<file path="config.mk">
export PLATFORM = sky130hd
export DESIGN_NAME = enemy_fire_scheduler
export DESIGN_NICKNAME = d
export VERILOG_FILES = /design/src/rtl/enemy_fire_scheduler.sv
export SDC_FILE = /design/constraint.sdc
export NUM_CORES = 1
export LEC_CHECK = 0
export BUFFER_PORTS_ARGS = -buffer_cell sky130_fd_sc_hd__buf_2
export CAP_MARGIN = 20
export CORE_ASPECT_RATIO = 0.6
export CORE_UTILIZATION = 56
export DETAILED_ROUTE_END_ITERATION = 10
export PLACE_DENSITY = 0.8
export SLEW_MARGIN = 20
export SYNTH_ARGS = -nofsm -noshare
export SYNTH_HDL_FRONTEND = slang
export SYNTH_SLANG_ARGS = --single-unit
export TNS_END_PERCENT = 10
</file>
<file path="constraint.sdc">
create_clock -name clk -period 3 [get_ports clk]
set_input_delay 0.6 -clock clk [delete_from_list [all_inputs] [get_ports clk]]
set_output_delay 0.6 -clock clk [all_outputs]
set_load 0.02 [all_outputs]
</file>
<file path="src/rtl/enemy_fire_scheduler.sv">
`default_nettype none
// ============================================================================
// Module   : enemy_fire_scheduler
// Purpose  : Chooses which alive enemy fires next and hands the shot to the
//            bullet unit. After a cooldown, columns are scanned round-robin
//            starting just after the last column that fired. The bottom-most
//            alive enemy of the first occupied column fires into the
//            lowest-index free bullet slot.
// Ports    : clk          - system clock, rising edge
//            reset        - synchronous, active-high
//            enable       - game running; low returns to WAIT
//            enemy_vivos  - alive mask, index = row*COLUNAS+col, row 0 top
//            slot_free    - bit i high = bullet slot i idle
//            fire_ready   - bullet unit accepts the shot
//            fire_valid   - shot request pending
//            fire_x/y     - shooter column / row
//            fire_slot    - bullet slot assigned to the shot
//            busy         - high while scanning or issuing
//            shots_fired  - accepted shots, saturating at 1023
// Revision : 1.0 - initial release
// ============================================================================
module enemy_fire_scheduler #(
    parameter int LINHAS   = 4,
    parameter int COLUNAS  = 8,
    parameter int N_SLOTS  = 2,
    parameter int COOLDOWN = 100000
) (
    input  logic                        clk,
    input  logic                        reset,
    input  logic                        enable,
    input  logic [LINHAS*COLUNAS-1:0]   enemy_vivos,
    input  logic [N_SLOTS-1:0]          slot_free,
    input  logic                        fire_ready,
    output logic                        fire_valid,
    output logic [5:0]                  fire_x,
    output logic [5:0]                  fire_y,
    output logic [1:0]                  fire_slot,
    output logic                        busy,
    output logic [9:0]                  shots_fired
);

    localparam int                c_CNT_W    = (COOLDOWN > 1) ? $clog2(COOLDOWN) : 1;
    localparam logic [c_CNT_W-1:0] c_CNT_MAX = c_CNT_W'(COOLDOWN - 1);
    localparam logic [5:0]        c_LAST_COL = 6'(COLUNAS - 1);
    localparam logic [9:0]        c_SHOT_MAX = 10'd1023;

    typedef enum logic [1:0] {
        S_WAIT  = 2'd0,
        S_SCAN  = 2'd1,
        S_ISSUE = 2'd2
    } state_t;

    state_t               r_state;
    state_t               w_next_state;
    logic [c_CNT_W-1:0]   r_cnt;
    logic [5:0]           r_last_col;
    logic [5:0]           r_scan_col;
    logic [5:0]           r_miss_cnt;

    logic                 w_cnt_done;
    logic                 w_start_scan;
    logic                 w_latch_shot;
    logic                 w_handshake;
    logic [LINHAS-1:0]    w_col_bits;
    logic                 w_col_hit;
    logic [5:0]           w_hit_row;
    logic [1:0]           w_free_slot;
    logic [5:0]           w_first_col;
    logic [5:0]           w_next_col;

    assign w_cnt_done  = (r_cnt == c_CNT_MAX);
    assign w_first_col = (r_last_col == c_LAST_COL) ? 6'd0 : r_last_col + 6'd1;
    assign w_next_col  = (r_scan_col == c_LAST_COL) ? 6'd0 : r_scan_col + 6'd1;

    // Column under examination, one bit per row.
    always_comb begin
        w_col_bits = '0;
        for (int r = 0; r < LINHAS; r++) begin
            for (int c = 0; c < COLUNAS; c++) begin
                if (6'(c) == r_scan_col) begin
                    w_col_bits[r] = enemy_vivos[r*COLUNAS + c];
                end
            end
        end
    end

    assign w_col_hit = |w_col_bits;

    // Later rows overwrite earlier ones, leaving the bottom-most alive row.
    always_comb begin
        w_hit_row = 6'd0;
        for (int r = 0; r < LINHAS; r++) begin
            if (w_col_bits[r]) begin
                w_hit_row = 6'(r);
            end
        end
    end

    // Descending walk so the lowest free index wins.
    always_comb begin
        w_free_slot = 2'd0;
        for (int i = N_SLOTS - 1; i >= 0; i--) begin
            if (slot_free[i]) begin
                w_free_slot = 2'(i);
            end
        end
    end

    always_ff @(posedge clk) begin
        if (reset) begin
            r_state <= S_WAIT;
        end else begin
            r_state <= w_next_state;
        end
    end

    always_comb begin
        w_next_state = r_state;
        w_start_scan = 1'b0;
        w_latch_shot = 1'b0;
        w_handshake  = 1'b0;
        if (!enable) begin
            w_next_state = S_WAIT;
        end else begin
            case (r_state)
                S_WAIT: begin
                    if (w_cnt_done && (|slot_free) && (|enemy_vivos)) begin
                        w_next_state = S_SCAN;
                        w_start_scan = 1'b1;
                    end
                end
                S_SCAN: begin
                    if (w_col_hit) begin
                        // A hit with no free slot gives up the whole attempt.
                        if (|slot_free) begin
                            w_next_state = S_ISSUE;
                            w_latch_shot = 1'b1;
                        end else begin
                            w_next_state = S_WAIT;
                        end
                    end else if (r_miss_cnt == c_LAST_COL) begin
                        w_next_state = S_WAIT;
                    end
                end
                S_ISSUE: begin
                    if (fire_ready) begin
                        w_next_state = S_WAIT;
                        w_handshake  = 1'b1;
                    end
                end
                default: w_next_state = S_WAIT;
            endcase
        end
    end

    always_ff @(posedge clk) begin
        if (reset) begin
            r_cnt       <= '0;
            r_last_col  <= c_LAST_COL;
            r_scan_col  <= 6'd0;
            r_miss_cnt  <= 6'd0;
            fire_x      <= 6'd0;
            fire_y      <= 6'd0;
            fire_slot   <= 2'd0;
            shots_fired <= 10'd0;
        end else begin
            // Counter only runs while waiting with the game enabled; any
            // other situation restarts the cooldown from zero.
            if (!enable || (r_state != S_WAIT) || w_start_scan) begin
                r_cnt <= '0;
            end else if (!w_cnt_done) begin
                r_cnt <= r_cnt + c_CNT_W'(1);
            end

            if (w_start_scan) begin
                r_scan_col <= w_first_col;
                r_miss_cnt <= 6'd0;
            end else if (enable && (r_state == S_SCAN) && !w_col_hit) begin
                r_scan_col <= w_next_col;
                r_miss_cnt <= r_miss_cnt + 6'd1;
            end

            if (w_latch_shot) begin
                fire_x    <= r_scan_col;
                fire_y    <= w_hit_row;
                fire_slot <= w_free_slot;
            end

            if (w_handshake) begin
                r_last_col <= fire_x;
                if (shots_fired != c_SHOT_MAX) begin
                    shots_fired <= shots_fired + 10'd1;
                end
            end
        end
    end

    assign fire_valid = (r_state == S_ISSUE);

    always_comb begin
        busy = (r_state == S_SCAN) || (r_state == S_ISSUE);
    end

endmodule
`default_nettype wire

</file>
==> results of run 1 <==
[repair_timing]
action | 4_1_cts | 5_1_grt
buffers inserted | 0 | 4
gates resized for setup | 0 | 1
setup endpoints to repair | 0 | 4
[layer usage]
| layer | vias to the layer above | wire length [um] | part of all wire | GRT usage |
|---|---|---|---|---|
| met2 | 128 | 3559 | 0.41 | 0.4111 |
| met1 | 1497 | 4276 | 0.49 | 0.4156 |
| met3 | 17 | 675 | 0.078 | 0.07037 |
| li1 | 1578 | - | - | - |
| met4 | 0 | 139 | 0.016 | 0.08489 |
| met5 | - | 0 | 0 | 0 |
[layout make-up]
class,instances,area (um2),area share
Multi-Input combinational cell,307,2022,0.5305
Sequential cell,56,1121,0.2942
Clock inverter,2,16.27,0.004268
Timing Repair Buffer,74,422.9,0.1110
Clock buffer,6,72.57,0.01904
Inverter,15,56.30,0.01477
Tap cell,80,100.1,0.02626
[through the flow]
stage | utilization | hold WS, ns | cell area, um2 | setup slack [ns] | power [mW]
6_report | 0.6746 | 0.4835 | 3811 | 0.1143 | 1.264
5_1_grt | 0.6746 | 0.5007 | 3811 | 0.01776 | 1.308
4_1_cts | 0.6667 | 0.4812 | 3766 | 0.09993 | 1.264
3_5_place_dp | 0.6509 | 0.4642 | 3677 | 0.1393 | 0.8487
3_3_place_gp | 0.6507 | 0.4609 | 3676 | 0.2538 | 0.8471
2_1_floorplan | - | 0.4462 | 3334 | 0.5528 | 0.8121
[state kept, by name (all words and copies together) (netlist names)]
| register | count |
|---|---|
| fire_slot | 1 |
| fire_x | 6 |
| fire_y | 2 |
| r_cnt | 17 |
| r_last_col | 6 |
| r_miss_cnt | 6 |
| r_scan_col | 6 |
| r_state | 2 |
| shots_fired | 10 |
[power groups by stage]
stage,registers (mW),logic [mW],clock network (mW)
after floorplan,0.763,0.0495,0
after global placement,0.763,0.0843,0
after detailed placement,0.763,0.0858,0
after CTS,0.746,0.0862,0.432
after global routing,0.746,0.0994,0.463
final,0.746,0.0921,0.426
[layout by cell type (no fill, tap or decap), types with 7 or more instances in the layout]
cell type	count
a211oi_1	8
a21oi_1	24
buf_2	58
buf_4	15
dfxtp_1	56
ha_1	10
inv_1	15
nand2_1	30
nand3_1	25
nand3b_1	7
nand4_1	9
nor2_1	38
nor2b_1	7
nor3b_1	8
nor4_1	10
o21ai_0	16
xnor2_1	14
xor2_1	11
[worst max path at each step]
stage | slack [ns] | cells after the start | endpoint | from
6_report | 0.11 | 10 | r_miss_cnt[5] | r_scan_col[1]
5_1_grt | 0.02 | 10 | r_miss_cnt[3] | r_scan_col[1]
4_1_cts | 0.1 | 9 | r_scan_col[0] | r_scan_col[1]
3_5_place_dp | 0.14 | 9 | r_scan_col[3] | r_scan_col[1]
3_3_place_gp | 0.25 | 7 | r_scan_col[3] | r_scan_col[0]
2_1_floorplan | 0.55 | 9 | r_scan_col[3] | r_scan_col[0]
[kinds of logic (layout without fill, tap and decap cells)]
logic type / count (synthesis) / count (layout) / share of synthesized area
buffers and inverters: 40 / 97 / 0.05880
xor gates and xnor gates: 25 / 25 / 0.06596
other: 1 / 5 / 0.001130
muxes: 2 / 2 / 0.006031
AOI/OAI and AO/OA: 87 / 87 / 0.1866
adders and majority gates: 11 / 11 / 0.04146
DFF: 56 / 56 / 0.3377
and+or+nand+nor: 177 / 177 / 0.3023
[worst register-to-register path, delay by kind of cell, from the launching register on]
family          cells  cell delay (ns)
simple gates        2             0.72
compound gates      4             0.78
flops               1             0.47
fa+ha+maj           1             0.34
buf+inv             3             0.53
[cells in the mapped netlist, types with 7 or more instances]
| library cell | instances |
|---|---|
| nand3_1 | 25 |
| ha_1 | 11 |
| nand2_1 | 30 |
| nand3b_1 | 7 |
| nor3b_1 | 8 |
| a211oi_1 | 8 |
| a21oi_1 | 24 |
| nand4_1 | 9 |
| nor4_1 | 10 |
| nor2_1 | 38 |
| inv_1 | 15 |
| dfxtp_1 | 56 |
| xor2_1 | 11 |
| clkbuf_1 | 11 |
| nor2b_1 | 7 |
| xnor2_1 | 14 |
| o21ai_0 | 16 |
==> run_results.csv, run 1 <==
group,metric,value,unit
critical_path,critPathRequiredTime,3.25,ns
global_routing,grt_pass1_wl,13420,um
drt,wire_per_inst,16.02,um
critical_path,critPathMaxFanout,12,
pwr,power_frac_comb,0.073,
pwr,p_sw,314.9,uW
final_layout,antennaDiodeCount,0,
min_path,min-delay-start,"fire_slot[0]",
clocking,ctsLongestPathBuffers,2,
sta,setup_viol,0,
synth,avgSynthCellArea,8.319,um2
flow_run,cap_violations,0,
pwr,p_per_area,331.7,nW/um2
floorplan,core-area,5649,um2
floorplan,ios,64,
critical_path,rrSetupSlack,0.11,ns
drt,drt_iter0_markers,229,
pwr,power.internal,949.4,uW
floorplan,start_util,0.5876,
sta,max_freq,346.5,MHz
global_routing,track_usage,0.2840,
global_routing,grt_pass1_vias,2736,
critical_path,cp.arrival,3.14,ns
synth,yosys_most_used_dff,"dfxtp_1",
pwr,seqPwrFrac,0.590,
pwr,total_leakage_power,1.440,nW
critical_path,timing.rr.end,"r_miss_cnt[5]",
synth,synth_edf_count,0,
final_layout,area_delta_synth_final,14.81,%
pwr,peakVddDrop,0.2434,mV
pwr,p_clk_frac,0.337,
clocking,holdBufCountCts,0,
min_path,hp-class,"register to register",
min_path,min_path_cells,2,
drt,drtAntennaViolNets,0,
critical_path,reg2reg_from,"r_scan_col[1]",
critical_path,slowest_delay,0.49,ns
synth,yosys-top-cells-area,"dfxtp_1 34%, nor2_1 4.3%, ha_1 4.1%",
sta,tightest_slew,0.9707,ns
synth,ys_seq_elements,56,
sta,fin_crit,2.886,ns
synth,ys_warn_count,0,
synth,yosys.area.top_type,"dfxtp_1",
synth,synth.top_cell.area_share,0.3377,
synth,ys_types,60,
final_layout,nets,508,
critical_path,path_buf_inv,3,
global_routing,antenna_found_initial,0,
sta,slew-limit-headroom,0.3512,
critical_path,reg2reg_depth,10,
final_layout,instances_no_fill,540,
synth,synth_area,3319,um2
floorplan,die_height,61.64,um
clocking,cts_tree,"built",
final_layout,drive_gt1_frac,0.2109,
floorplan,rows,21,
sta,period_share,0.9619,
place,routabilityCongestion,0.9303,
clocking,clock-sinks,56,
sta,grt_setup_unrepaired,"no",
min_path,hold_end,"fire_slot[0]",
place,hpwl,6550,um
clocking,cts_htree_levels,2,
floorplan,die_area,6249,um2
critical_path,slowest_stage,"or4_1",
clocking,cts_buffers,5,
final_layout,nFillCells,469,
clocking,clk_pin_slew_worst_paths,0.11,ns
sta,slew_viol_final,0,
critical_path,worstSetupStartpointType,"register",
synth,synth_cells,399,
status,outcome,"finished, final reports clean",
global_routing,globalRouteOverflowTotal,0,
sta,hold_violations,0,
clocking,clkLatencyLatePin,0.32,ns
critical_path,worstSetupEndpointType,"register",
drt,route.detailed.drc,0,
critical_path,crit_family,"compound AO/OA/AOI/OAI gates",
synth,async_flop_share,0,
global_routing,grt_max_degree,34,
drt,firstDrtPassIters,5,
drt,drt-total-wl,8651,um
place,portBuffers,58,
place,dp.cells,528,
sta,fin_skew,0.01080,ns
drt,via_per_inst,5.963,
floorplan,die_w,101.4,um
synth,seq_area_frac_synth,0.3377,
critical_path,crit_path_cell_trace,"inv_1, ha_1, buf_4, a211oi_2, a211oi_1, a2bb2oi_2, nand4_4, buf_12, or4_1, a21oi_1",
critical_path,critical_path_class,"register to register",
clocking,root_buffer,"clkbuf_8",
sta,tns,0,ns
drt,num_vias,3220,
pwr,swShare,0.2491,
Power figures use the tool's default switching activity.
==> run 2: changes to the inputs <==
- PLACE_DENSITY: 0.8 -> unset
- PLACE_DENSITY_LB_ADDON: unset -> 0.15
- RECOVER_POWER: unset -> 50
==> run_results.csv, run 2 (synthesized netlist as in run 1, its figures left out) <==
group,metric,value,unit
final_layout,most-common-layout-cells,"55 x dfxtp_1, 38 x nor2_1, 37 x buf_2",
pwr,p_per_area,398.2,nW/um2
final_layout,top_regs,"r_cnt: 17 flops, shots_fired: 10 flops",
status,outcome,"finished, final reports clean",
sta,tns,0,ns
critical_path,worstSetupEndpointType,"register",
global_routing,track_usage,0.2841,
min_path,hp-class,"register to register",
place,hpwl,6571,um
sta,period_share,0.9591,
critical_path,cp.arrival,3.11,ns
sta,hold_ws,0.4834,ns
final_layout,regMostFlops,"r_cnt",
sta,slew-limit-headroom,0.4228,
clocking,ctsLongestPathBuffers,2,
final_layout,nFillCells,496,
final_layout,nets,502,
sta,setup_viol,0,
critical_path,critPathRequiredTime,3.23,ns
sta,tightest_slew,0.8636,ns
pwr,total_leakage_power,1.343,nW
final_layout,drive_gt1_frac,0.1564,
drt,routed.top_layer,"met4",
final_layout,antennaDiodeCount,0,
drt,firstDrtPassIters,5,
clocking,cts_setup_buffers,0,
pwr,peakVddDrop,0.2245,mV
floorplan,ios,64,
clocking,root_buffer,"clkbuf_8",
floorplan,start_util,0.5876,
drt,num_vias,3183,
global_routing,grt_pass1_wl,13360,um
global_routing,grt_max_degree,34,
global_routing,grt_pass1_vias,2748,
clocking,clk_pin_slew_worst_paths,0.10,ns
sta,hold_violations,0,
critical_path,critPathMaxFanout,17,
place,routabilityCongestion,0.9686,
floorplan,die_height,61.64,um
drt,dr_wl_met2,3474,um
floorplan,rows,21,
sta,grt_setup_unrepaired,"no",
clocking,holdBufCountCts,0,
clocking,cts_buffers,5,
drt,via_per_inst,5.961,
drt,drt-total-wl,8446,um
critical_path,critical_path_class,"register to register",
floorplan,die_w,101.4,um
sta,slew_viol_final,0,
floorplan,die_area,6249,um2
critical_path,worstSetupStartpointType,"register",
sta,fin_crit,2.877,ns
clocking,cts_resized,0,
drt,routedLengthMet1,4126,um
flow_run,cap_violations,0,
clocking,cts_htree_levels,2,
sta,max_freq,347.6,MHz
drt,met3WireLength,722,um
drt,drtAntennaViolNets,0,
clocking,cts_tree,"built",
place,portBuffers,58,
final_layout,final_common_cell,"dfxtp_1",
drt,drt_iter0_markers,243,
drt,wire_per_inst,15.82,um
floorplan,core-area,5649,um2
clocking,clkLatencyLatePin,0.32,ns
global_routing,antenna_found_initial,0,
final_layout,largest_register_ffs,17,
final_layout,area_delta_synth_final,14.29,%
drt,route.detailed.drc,0,
clocking,clock-sinks,56,
global_routing,globalRouteOverflowTotal,0,
sta,fin_skew,0.01106,ns
run 2: changes by cell type in the layout (fill, tap and decap cells not counted), sizes merged:
cell / previous run / this run
buf: 74 / 45
clkbuf: 6 / 28
bufinv: 0 / 3
clkinv: 1 / 0
clkinvlp: 1 / 0
run 2: final cells by class:
cell class	count	area, um2	share of cell area
Multi-Input combinational cell	307	2024	0.5336
Clock inverter	3	90.09	0.02375
Inverter	15	56.30	0.01484
Timing Repair Buffer	68	331.6	0.08740
Sequential cell	56	1122	0.2958
Clock buffer	5	68.82	0.01814
Tap cell	80	100.1	0.02639
run 2: worst paths after layout:
path	from	to	slack, ns	depth (start not counted)
worst max register to register	r_scan_col[1]	r_scan_col[0]	0.12	7
worst max-delay path	r_scan_col[1]	r_scan_col[0]	0.12	7
worst min-delay path	fire_x[3]	r_last_col[3]	0.48	2
worst min register to register	fire_x[3]	r_last_col[3]	0.48	2
run 2: worst max-delay path, cell delays in order (launching register included):
cell and delay [ns]:
dfxtp_1 0.45, ha_1 0.57, nor2b_1 0.22, a211o_1 0.13, a2bb2oi_2 0.29, nand4_4 0.29, or4_1 0.56, a311oi_1 0.26
run 2: metrics by stage:
stage               area (um2)  power (mW)  std cells    util  setup slack (ns)
finish                    3794       1.511        534  0.6715            0.1228
global route              3794       1.551        534  0.6715          0.008421
CTS                       3821       1.518        534  0.6764            0.1237
detailed placement        3662      0.8470        526  0.6483            0.1414
global placement          3661      0.8454        526  0.6481            0.2674
floorplan                 3334      0.8121        403       -            0.5528
run 2: routing by layer:
metal,track usage,vias up
met3,0.07491,10
met1,0.4108,1492
met4,0.09938,0
met5,0,-
li1,-,1569
met2,0.4072,112
run 2: power breakdown:
part           internal (mW)  switching [mW]
combinational         0.0347          0.0513
sequential             0.744         0.00163
clock                  0.417           0.261
